<file path="src/rtl/yolo_acc_seq_pkg.sv">
// yolo_acc_seq_pkg: shared types and default widths for the yolo_acc loop
// sequencer.
//   seq_state_e  sequencer FSM state encoding
//   SEQ_CNT_W    default performance counter width
//   SEQ_TILE_W   default tile count / tile index width
package yolo_acc_seq_pkg;

   localparam int SEQ_CNT_W  = 32;
   localparam int SEQ_TILE_W = 8;

   typedef enum logic [2:0] {
      S_IDLE      = 3'd0,
      S_LOAD      = 3'd1,
      S_LOAD_WAIT = 3'd2,
      S_COMP      = 3'd3,
      S_COMP_WAIT = 3'd4,
      S_DONE      = 3'd5
   } seq_state_e;

endpackage

</file>
<file path="src/rtl/yolo_acc_sat_counter.sv">
// yolo_acc_sat_counter: up-counter that sticks at all-ones instead of wrapping.
//   clock  rising-edge clock
//   reset  asynchronous active-high reset, count -> 0
//   clr    synchronous clear, takes priority over en
//   en     count one cycle
//   count  current value
module yolo_acc_sat_counter #(
   parameter int W = 32
) (
   input  logic         clock,
   input  logic         reset,
   input  logic         clr,
   input  logic         en,
   output logic [W-1:0] count
);

   always_ff @(posedge clock or posedge reset) begin
      if (reset) begin
         count <= '0;
      end else if (clr) begin
         count <= '0;
      end else if (en && (count != '1)) begin
         count <= count + W'(1);
      end
   end

endmodule

</file>
<file path="src/rtl/yolo_acc_loop_sequencer.sv">
// yolo_acc_loop_sequencer: runs the load loop and the compute loop nest of
// yolo_acc alternately over tile_count tiles behind an ap_ctrl_hs handshake.
//
// Ports
//   clock, reset            rising-edge clock, async active-high reset
//   ap_start/done/ready/idle upward ap_ctrl_hs handshake
//   tile_count              tiles per run, latched when a start is accepted
//   load_start/ready/done   handshake with the load loop
//   comp_start/ready/done   handshake with the compute loop
//   tile_idx                0-based index of the current tile
//   load_cycles, comp_cycles, total_cycles  per-stage cycle counters
//
// Build option: define YOLO_SEQ_PERF_CNT_EN to build the saturating cycle
// counters; without it the three counter outputs are tied to 0.
//
// state       | meaning
// ------------+-------------------------------------------------
// S_IDLE      | waiting for ap_start, ap_idle high
// S_LOAD      | load_start high, waiting for load_ready
// S_LOAD_WAIT | load accepted, waiting for load_done
// S_COMP      | comp_start high, waiting for comp_ready
// S_COMP_WAIT | compute accepted, waiting for comp_done
// S_DONE      | one-cycle ap_done/ap_ready pulse
module yolo_acc_loop_sequencer
   import yolo_acc_seq_pkg::*;
#(
   parameter int CNT_W  = SEQ_CNT_W,
   parameter int TILE_W = SEQ_TILE_W
) (
   input  logic              clock,
   input  logic              reset,
   input  logic              ap_start,
   output logic              ap_done,
   output logic              ap_ready,
   output logic              ap_idle,
   input  logic [TILE_W-1:0] tile_count,
   output logic              load_start,
   input  logic              load_ready,
   input  logic              load_done,
   output logic              comp_start,
   input  logic              comp_ready,
   input  logic              comp_done,
   output logic [TILE_W-1:0] tile_idx,
   output logic [CNT_W-1:0]  load_cycles,
   output logic [CNT_W-1:0]  comp_cycles,
   output logic [CNT_W-1:0]  total_cycles
);

   seq_state_e        state_q, state_d;
   logic [TILE_W-1:0] count_q;
   logic [TILE_W-1:0] tile_idx_q;
   logic              accept;
   logic              comp_fin;
   logic              last_tile;

   assign accept    = (state_q == S_IDLE) && ap_start;
   // done is only honoured in COMP once ready arrives with it
   assign comp_fin  = ((state_q == S_COMP) && comp_ready && comp_done) ||
                      ((state_q == S_COMP_WAIT) && comp_done);
   assign last_tile = (tile_idx_q == (count_q - TILE_W'(1)));

   always_ff @(posedge clock or posedge reset) begin
      if (reset) begin
         state_q <= S_IDLE;
      end else begin
         state_q <= state_d;
      end
   end

   always_comb begin
      state_d = state_q;
      case (state_q)
         S_IDLE: begin
            if (ap_start) begin
               state_d = (tile_count == '0) ? S_DONE : S_LOAD;
            end
         end
         S_LOAD: begin
            if (load_ready) begin
               state_d = load_done ? S_COMP : S_LOAD_WAIT;
            end
         end
         S_LOAD_WAIT: begin
            if (load_done) begin
               state_d = S_COMP;
            end
         end
         S_COMP: begin
            if (comp_ready) begin
               if (comp_done) begin
                  state_d = last_tile ? S_DONE : S_LOAD;
               end else begin
                  state_d = S_COMP_WAIT;
               end
            end
         end
         S_COMP_WAIT: begin
            if (comp_done) begin
               state_d = last_tile ? S_DONE : S_LOAD;
            end
         end
         S_DONE:  state_d = S_IDLE;
         default: state_d = S_IDLE;
      endcase
   end

   always_comb begin
      ap_idle    = (state_q == S_IDLE);
      ap_done    = (state_q == S_DONE);
      ap_ready   = (state_q == S_DONE);
      load_start = (state_q == S_LOAD);
      comp_start = (state_q == S_COMP);
   end

   // tile_idx keeps its last value after DONE until the next accepted start
   always_ff @(posedge clock or posedge reset) begin
      if (reset) begin
         count_q    <= '0;
         tile_idx_q <= '0;
      end else if (accept) begin
         count_q    <= tile_count;
         tile_idx_q <= '0;
      end else if (comp_fin && !last_tile) begin
         tile_idx_q <= tile_idx_q + TILE_W'(1);
      end
   end

   assign tile_idx = tile_idx_q;

`ifdef YOLO_SEQ_PERF_CNT_EN
   logic load_en;
   logic comp_en;
   logic total_en;

   assign load_en  = (state_q == S_LOAD) || (state_q == S_LOAD_WAIT);
   assign comp_en  = (state_q == S_COMP) || (state_q == S_COMP_WAIT);
   assign total_en = (state_q != S_IDLE);

   yolo_acc_sat_counter #(.W(CNT_W)) u_load_cnt (
      .clock (clock),
      .reset (reset),
      .clr   (accept),
      .en    (load_en),
      .count (load_cycles)
   );

   yolo_acc_sat_counter #(.W(CNT_W)) u_comp_cnt (
      .clock (clock),
      .reset (reset),
      .clr   (accept),
      .en    (comp_en),
      .count (comp_cycles)
   );

   yolo_acc_sat_counter #(.W(CNT_W)) u_total_cnt (
      .clock (clock),
      .reset (reset),
      .clr   (accept),
      .en    (total_en),
      .count (total_cycles)
   );
`else
   assign load_cycles  = '0;
   assign comp_cycles  = '0;
   assign total_cycles = '0;
`endif

endmodule

</file>
<file path="config.mk">
export PLATFORM = sky130hd
export DESIGN_NAME = yolo_acc_loop_sequencer
export DESIGN_NICKNAME = d
export VERILOG_FILES = /design/src/rtl/yolo_acc_seq_pkg.sv /design/src/rtl/yolo_acc_sat_counter.sv /design/src/rtl/yolo_acc_loop_sequencer.sv
export SDC_FILE = /design/constraint.sdc
export NUM_CORES = 1
export LEC_CHECK = 0
export ABC_CLOCK_PERIOD_IN_PS = 2100
export CAP_MARGIN = 15
export CORE_UTILIZATION = 34
export DETAILED_ROUTE_END_ITERATION = 8
export GPL_ROUTABILITY_DRIVEN = 0
export GPL_TIMING_DRIVEN = 0
export PLACE_DENSITY = 0.79
export SYNTH_ARGS = -nofsm -noshare
export SYNTH_HDL_FRONTEND = slang
export SYNTH_HIERARCHICAL = 1
export SYNTH_SLANG_ARGS = --single-unit
</file>
<file path="constraint.sdc">
create_clock -name clock -period 2.1 [get_ports clock]
set_clock_uncertainty 0.05 [all_clocks]
set_input_delay 0.42 -clock clock [delete_from_list [all_inputs] [get_ports clock]]
set_output_delay 0.42 -clock clock [all_outputs]
set_load 0.01 [all_outputs]
</file>
==> summary.txt, run 1 <==
Timing
  • Slew Limit Fails: 0
  • Slew margin rel.: 50.2%
  • Worst-margin pin slew: 745 ps
  • Final hold violation count: 0
  • RSZ-0062 raised after global routing: yes
  • Clock period minus worst slack: 2190 ps
  • Final Hold Slack: 475 ps
  • Worst setup margin: -91.1 ps
  • Fmax: 456 MHz
  • Share of the clock period used by the worst path: 104%
  • Setup violators final: 7

CTS
  • Root Driver: clkbuf_8
  • Clk buf depth: 2
  • Clk_lat worst skew: 260 ps
  • CTS Sinks: 19
  • CTS H-tree lvls: 1
  • CTS tree: built
  • CTS Hold Buffers Added: 0
  • CTS clk-pin slew, worst paths: 80 ps
  • Num CTS Buffers: 3

Synthesis
  • Mapped Cells: 243
  • Synth cell types: 36
  • Top_reg_cell synth: dfrtp_1
  • Synthesized area per cell: 8.05 um2
  • Yosys warns: 6
  • Largest family of logic cells by synthesized area: buffers and inverters
  • Yosys reg bits: 19
  • Sequential share of the synthesized area: 24.3%
  • XOR/XNOR Fraction of Synth Area: 4.48%
  • Synth Area in Compound Gates: 11.1%
  • Area share of fa/ha/maj cells after synthesis: 1.28%
  • Simple-Gate Fraction of Synth Area: 17.9%
  • FFs w/ async S/R, synth: 100%
  • EDFF count, synth: 0
  • Post-synthesis mux area share: 1.02%
  • Syn Std Cell Area: 0.00196 mm2

Hold path
  • Worst hold endpoint: count_q[7]$_DFFE_PP0P_
  • Hold path depth: 2
  • HP Start: count_q[7]$_DFFE_PP0P_
  • HP Class: register to register

Floorplanning
  • Initial core utilization: 35.3%
  • Core area: 0.00554 mm2
  • DIE AREA: 0.00606 mm2
  • Num rows: 27
  • Io pins: 124
  • Die Wd: 77.9 um
  • Die H: 77.9 um

Routing
  • 1st-pass router iterations: 4
  • Wire per inst: 10.2 um
  • Routed wire length: 4.52 mm
  • Post-DRT Antenna Nets: 0
  • Via count: 1780
  • 1st-iter DRT viols: 109
  • Vias/cell: 4.01
  • # DRC: 0

Layout
  • Commonest non-fill, non-tap cell in the layout: buf_4
  • Layout Nets: 390
  • Area grow syn2layout: 46.4%
  • Commonest cells after routing, fill and taps aside: buf_4, conb_1, nand2_1, clkdlybuf4s50_1, dfrtp_1
  • Post-route insts no fill: 444
  • # diodes: 0
  • Fraction of layout cells with a size suffix above 1: 36.0%

Worst setup path
  • Critical path class: register to register
  • Worst EP required: 2220 ps
  • Crit path max fanout: 5
  • Reg-to-Reg End: tile_idx[3]$_DFFE_PP0P_
  • Setup crit start: count_q[0]$_DFFE_PP0P_
  • CP endpoint kind: register
  • R2R setup slack: -90 ps
  • Worst reg2reg path depth: 8
  • Arr. time, crit path: 2310 ps
  • CP cell instances: inv_2, ha_4, xor2_1, o2111ai_4, o31ai_4, buf_4, o211ai_1, o31ai_1
  • CP startpoint kind: register
  • Slowest CP cell: dfrtp_1
  • Worst r2r src: count_q[0]$_DFFE_PP0P_
  • Max incr delay on CP: 430 ps

Global routing
  • Antenna violations before repair: 0
  • Pin count of the biggest net entering global routing: 20
  • Grt ovf: 0
  • Gr usage total: 13.8%
  • First-pass GRT wire length: 6.64 mm
  • Vias in the first global route: 1470

Run
  • MaxCap Viol Count: 0

Power and ir drop
  • Leakage: 0.00157 uW
  • Power consumption: 2390 uW
  • Power Dens Cells: 835 mW/mm2
  • VDD IR max: 404 uV

Status
  • Violated checks: negative setup slack
  • Status: finished with violations

Placed design
  • Pre-CTS setup slack: -291 ps
  • IO Port Bufs: 26
  • Hpwl dp: 3.36 mm
  • Placed Cells: 436
==> logic make-up (layout without fill, tap and decap cells) <==
logic type	count (synthesis)	count (layout)
xor+xnor	10	10
fa+ha+maj	2	2
mux	2	2
compound gates	33	33
flops	19	19
buf+inv	108	142
other cells	1	96
simple gates	68	68
==> routing by layer <==
metal / vias to the layer above / wire, um / global-route usage [%]
met5: - / 0 / 0
met4: 0 / 155 / 4.91
met3: 12 / 472 / 3.53
met2: 102 / 2170 / 24.2
met1: 783 / 1720 / 16.0
li1: 883 / - / -
==> metrics by stage <==
step	util, %	TNS [ps]	instance area [um2]
after global routing	51.7	-952	2870
after detailed placement	48.1	-1180	2660
after CTS	49.5	0	2750
final	51.7	-276	2870
after floorplan	-	0	2310
after global placement	48.1	-990	2660
==> synthesized netlist by cell type, types with 2 or more instances <==
cell,count,area (um2)
a21oi_1,11,55.1
and3_1,5,31.3
buf_4,97,728
clkbuf_1,6,22.5
dfrtp_1,19,475
ha_1,2,25.0
inv_1,4,15.0
mux2i_1,2,20.0
nand2_1,30,113
nand3_1,4,20.0
nand4_1,3,18.8
nor2_1,5,18.8
nor2b_1,3,18.8
nor3_1,4,20.0
nor3b_1,2,15.0
nor4_1,3,18.8
o211ai_1,4,30.0
o21ai_0,6,30.0
o31ai_1,5,37.5
or3_1,4,25.0
xnor2_1,3,26.3
xor2_1,7,61.3
==> sequential cells by signal, summed over array words and instances, names as in the netlist <==
signal and flops:
state_q 3, count_q 8, tile_idx 8
==> where the power goes <==
part / internal [uW] / switching [uW] / total (uW)
clock: 135 / 138 / 274
sequential: 484 / 162 / 646
combinational: 674 / 799 / 1470
total: 1290 / 1100 / 2390
==> how the worst max path moves through the flow <==
stage          slack [ps]                 endpoint
6_report              -90  tile_idx[3]$_DFFE_PP0P_
5_1_grt              -180  tile_idx[3]$_DFFE_PP0P_
4_1_cts                20  tile_idx[7]$_DFFE_PP0P_
3_5_place_dp         -290  tile_idx[7]$_DFFE_PP0P_
3_3_place_gp         -280  tile_idx[7]$_DFFE_PP0P_
2_1_floorplan         130  tile_idx[4]$_DFFE_PP0P_
==> critical path, delay by kind of cell (launching register included) <==
kind,cells,cell delay (ps)
AOI/OAI and AO/OA,4,780
DFF,1,430
xor gates and xnor gates,1,300
buffers and inverters,2,270
adders and majority gates,1,260
==> final cells by class <==
cell class | count | area, um2
fill | 542 | 2680
multi-input combinational | 211 | 1180
buffer | 104 | 772
sequential | 19 | 480
timing repair buffer | 30 | 285
tap | 72 | 90.1
clock buffer | 4 | 45.0
inverter | 4 | 15.0
==> repair_timing <==
action,CTS,global route
endpoints found under the hold margin,0,0
gates resized for setup,17,26
pin swaps,2,10
setup endpoints to repair,12,13
buffers inserted,1,2
cloned,0,1
(Power assumes the default switching activity.)
==> run 2, diff against run 1 <==
--- a/config.mk
+++ b/config.mk
@@ -5,13 +5,15 @@
 export SDC_FILE = /design/constraint.sdc
 export NUM_CORES = 1
 export LEC_CHECK = 0
+export ABC_AREA = 1
 export ABC_CLOCK_PERIOD_IN_PS = 2100
 export CAP_MARGIN = 15
-export CORE_UTILIZATION = 34
+export CORE_MARGIN = 2
+export CORE_UTILIZATION = 35
 export DETAILED_ROUTE_END_ITERATION = 8
 export GPL_ROUTABILITY_DRIVEN = 0
 export GPL_TIMING_DRIVEN = 0
-export PLACE_DENSITY = 0.79
+export PLACE_DENSITY = 0.78
 export SYNTH_ARGS = -nofsm -noshare
 export SYNTH_HDL_FRONTEND = slang
 export SYNTH_HIERARCHICAL = 1
==> summary.txt, run 2 <==
Worst setup path
  • Arr. time, crit path: 1560 ps (-750 ps)
  • CP cell instances: nor3_2, clkdlybuf4s50_1
  • CP startpoint kind: register
  • Max incr delay on CP: 580 ps (+150 ps)
  • Crit path max fanout: 4 (-1)
  • Setup crit start: state_q[2]$_DFFE_PP0P_
  • Worst EP required: 1630 ps (-590 ps)
  • Reg-to-Reg End: tile_idx[2]$_DFFE_PP0P_
  • CP endpoint kind: output pin
  • R2R setup slack: 160 ps (+250 ps)
  • Worst reg2reg path depth: 14 (+6)
  • CP Capture Point: load_start
  • Slowest CP cell: clkdlybuf4s50_1
  • Critical path class: register to output pin
  • Worst r2r src: count_q[0]$_DFFE_PP0P_

Floorplanning
  • Die Wd: 81.9 um (+5.2%)
  • DIE AREA: 0.00671 mm2 (+11%)
  • Die H: 81.9 um (+5.2%)
  • Num rows: 28 (+3.7%)
  • Core area: 0.00589 mm2 (+6.2%)
  • Io pins: 124 (unchanged)
  • Initial core utilization: 36.1% (+0.80 points)

Timing
  • Setup violators final: 0 (-7)
  • Slew margin rel.: 49.2% (-1.0 points)
  • Final hold violation count: 0 (unchanged)
  • Setup_tns: 0 ps (+276 ps)
  • Worst-margin pin slew: 761 ps (+15.3 ps)
  • Worst setup margin: 67.1 ps (+158 ps)
  • Share of the clock period used by the worst path: 96.8% (-7.5 points)
  • Fmax: 492 MHz (+7.8%)
  • Clock period minus worst slack: 2030 ps (-158 ps)
  • Slew Limit Fails: 0 (unchanged)
  • RSZ-0062 raised after global routing: no

Routing
  • Routed wire length: 4.07 mm (-10%)
  • # DRC: 0 (unchanged)
  • 1st-pass router iterations: 4 (unchanged)
  • Post-DRT Antenna Nets: 0 (unchanged)
  • Wire per inst: 8.32 um (-18%)
  • 1st-iter DRT viols: 63 (-42%)
  • Via count: 1776 (-0.22%)
  • Vias/cell: 3.63 (-9.4%)

Synthesis
  • Most frequent cell after synthesis: buf_4
  • Mapped Cells: 287 (+18%)
  • Synthesized area per cell: 7.41 um2 (-8.0%)
  • Top_reg_cell synth: dfrtp_1
  • Largest cells by area after synthesis: buf_4, dfrtp_1, nand2_1
  • Syn Std Cell Area: 0.00213 mm2 (+8.6%)
  • FFs w/ async S/R, synth: 100% (unchanged)
  • Synth cell types: 33 (-8.3%)
  • Cell taking the most area after synthesis: buf_4
  • Yosys warns: 6 (unchanged)
  • Yosys reg bits: 19 (unchanged)
  • Post-synth top cells: buf_4, nand2_1, nand3_1
  • EDFF count, synth: 0 (unchanged)
  • Synth top area share: 34.3% (-3.0 points)
  • Sequential share of the synthesized area: 22.4% (-1.9 points)

Layout
  • Fraction of layout cells with a size suffix above 1: 35.7% (-0.27 points)
  • Area grow syn2layout: 37.4%
  • Commonest cells after routing, fill and taps aside: buf_4, conb_1, nand2_1, clkdlybuf4s50_1, nand3_1
  • Post-route insts no fill: 489 (+10%)
  • Layout Utilization: 49.6% (-2.1 points)
  • Layout Nets: 432 (+11%)
  • Commonest non-fill, non-tap cell in the layout: buf_4
  • # diodes: 0 (unchanged)

Power and ir drop
  • Power Dens Cells: 878 mW/mm2 (+5.1%)
  • VDD IR max: 590 uV (+46%)
  • Leakage: 0.00169 uW (+7.5%)

CTS
  • CTS H-tree lvls: 1 (unchanged)
  • CTS clk-pin slew, worst paths: 80 ps (about the same)
  • Num CTS Buffers: 3 (unchanged)
  • Clk buf depth: 2 (unchanged)
  • Clk_lat worst skew: 260 ps (about the same)
  • Root Driver: clkbuf_8
  • CTS tree: built
  • CTS Sinks: 19 (unchanged)

Global routing
  • Antenna violations before repair: 0 (unchanged)
  • Vias in the first global route: 1442 (-1.9%)
  • Gr usage total: 11.9% (-1.9 points)
  • First-pass GRT wire length: 6.32 mm (-4.8%)
  • Pin count of the biggest net entering global routing: 20 (unchanged)
  • Grt ovf: 0 (unchanged)

Run
  • MaxCap Viol Count: 0 (unchanged)

Hold path
  • HP Class: register to register

Placed design
  • Hpwl dp: 3.49 mm (+3.7%)
  • Pre-CTS setup slack: 96.1 ps (+387 ps)
  • Placed Cells: 484 (+11%)
  • IO Port Bufs: 27 (+3.8%)

Status
  • Status: completed
run 2: report_power, final:
group / internal (uW) / leakage [uW] / switching [uW] / total (uW)
clock network: 132 / 0.0000255 / 134 / 267
logic: 684 / 0.00143 / 923 / 1610
registers: 524 / 0.000231 / 168 / 691
total: 1340 / 0.00169 / 1220 / 2570
run 2: final cells by class:
cell class | instances | area [um2]
multi-input cells | 234 | 1170
well taps | 75 | 93.8
flip-flops and latches | 19 | 478
inverters | 29 | 109
plain buffers | 100 | 748
fillers | 585 | 2960
clock inverters | 1 | 5.00
repair buffers | 28 | 274
clock buffers | 3 | 41.3
run 2: cells by family after synthesis:
kind of cell    count (synthesis)  synth area share (%)
buf+inv                       129                  40.3
flops                          19                  22.4
other cells                     1                 0.176
compound gates                 21                  6.53
xor+xnor                        9                  3.71
mux                             1                 0.530
simple gates                  105                  25.2
fa+ha+maj                       2                  1.18
run 2: worst min-delay path by stage:
stage                                start                      to  cells past startpoint
floorplan                            reset  count_q[0]$_DFFE_PP0P_                      1
finish              count_q[7]$_DFFE_PP0P_  count_q[7]$_DFFE_PP0P_                      1
CTS                 count_q[7]$_DFFE_PP0P_  count_q[7]$_DFFE_PP0P_                      1
global route        count_q[7]$_DFFE_PP0P_  count_q[7]$_DFFE_PP0P_                      1
global placement    count_q[7]$_DFFE_PP0P_  count_q[7]$_DFFE_PP0P_                      1
detailed placement  count_q[7]$_DFFE_PP0P_  count_q[7]$_DFFE_PP0P_                      1
run 2: worst max-delay path: cells and delay by family (launching register included):
kind,cells,cell delay [ps]
buffers and inverters,1,580
flip-flops,1,450
AND/OR/NAND/NOR,1,270
run 2: metal layers:
layer / GRT usage, % / routed length, um / vias up
li1: - / - / 958
met1: 13.8 / 1570 / 726
met2: 21.5 / 1990 / 83
met3: 2.20 / 435 / 9
met4: 4.33 / 72 / 0
met5: 0 / 0 / -
run 2: metrics by stage:
step | power, uW | cell area [um2] | hold slack, ps
floorplan | 1840 | 2480 | 321
global placement | 2230 | 2850 | 463
detailed placement | 2260 | 2850 | 469
CTS | 2560 | 2920 | 487
global route | 2800 | 2920 | 500
finish | 2570 | 2920 | 481
run 2: repair_timing:
action,CTS,global route
pin swaps,0,1
gates resized for setup,6,4
hold buffers,0,0
setup buffers,1,0
setup endpoints to repair,4,8
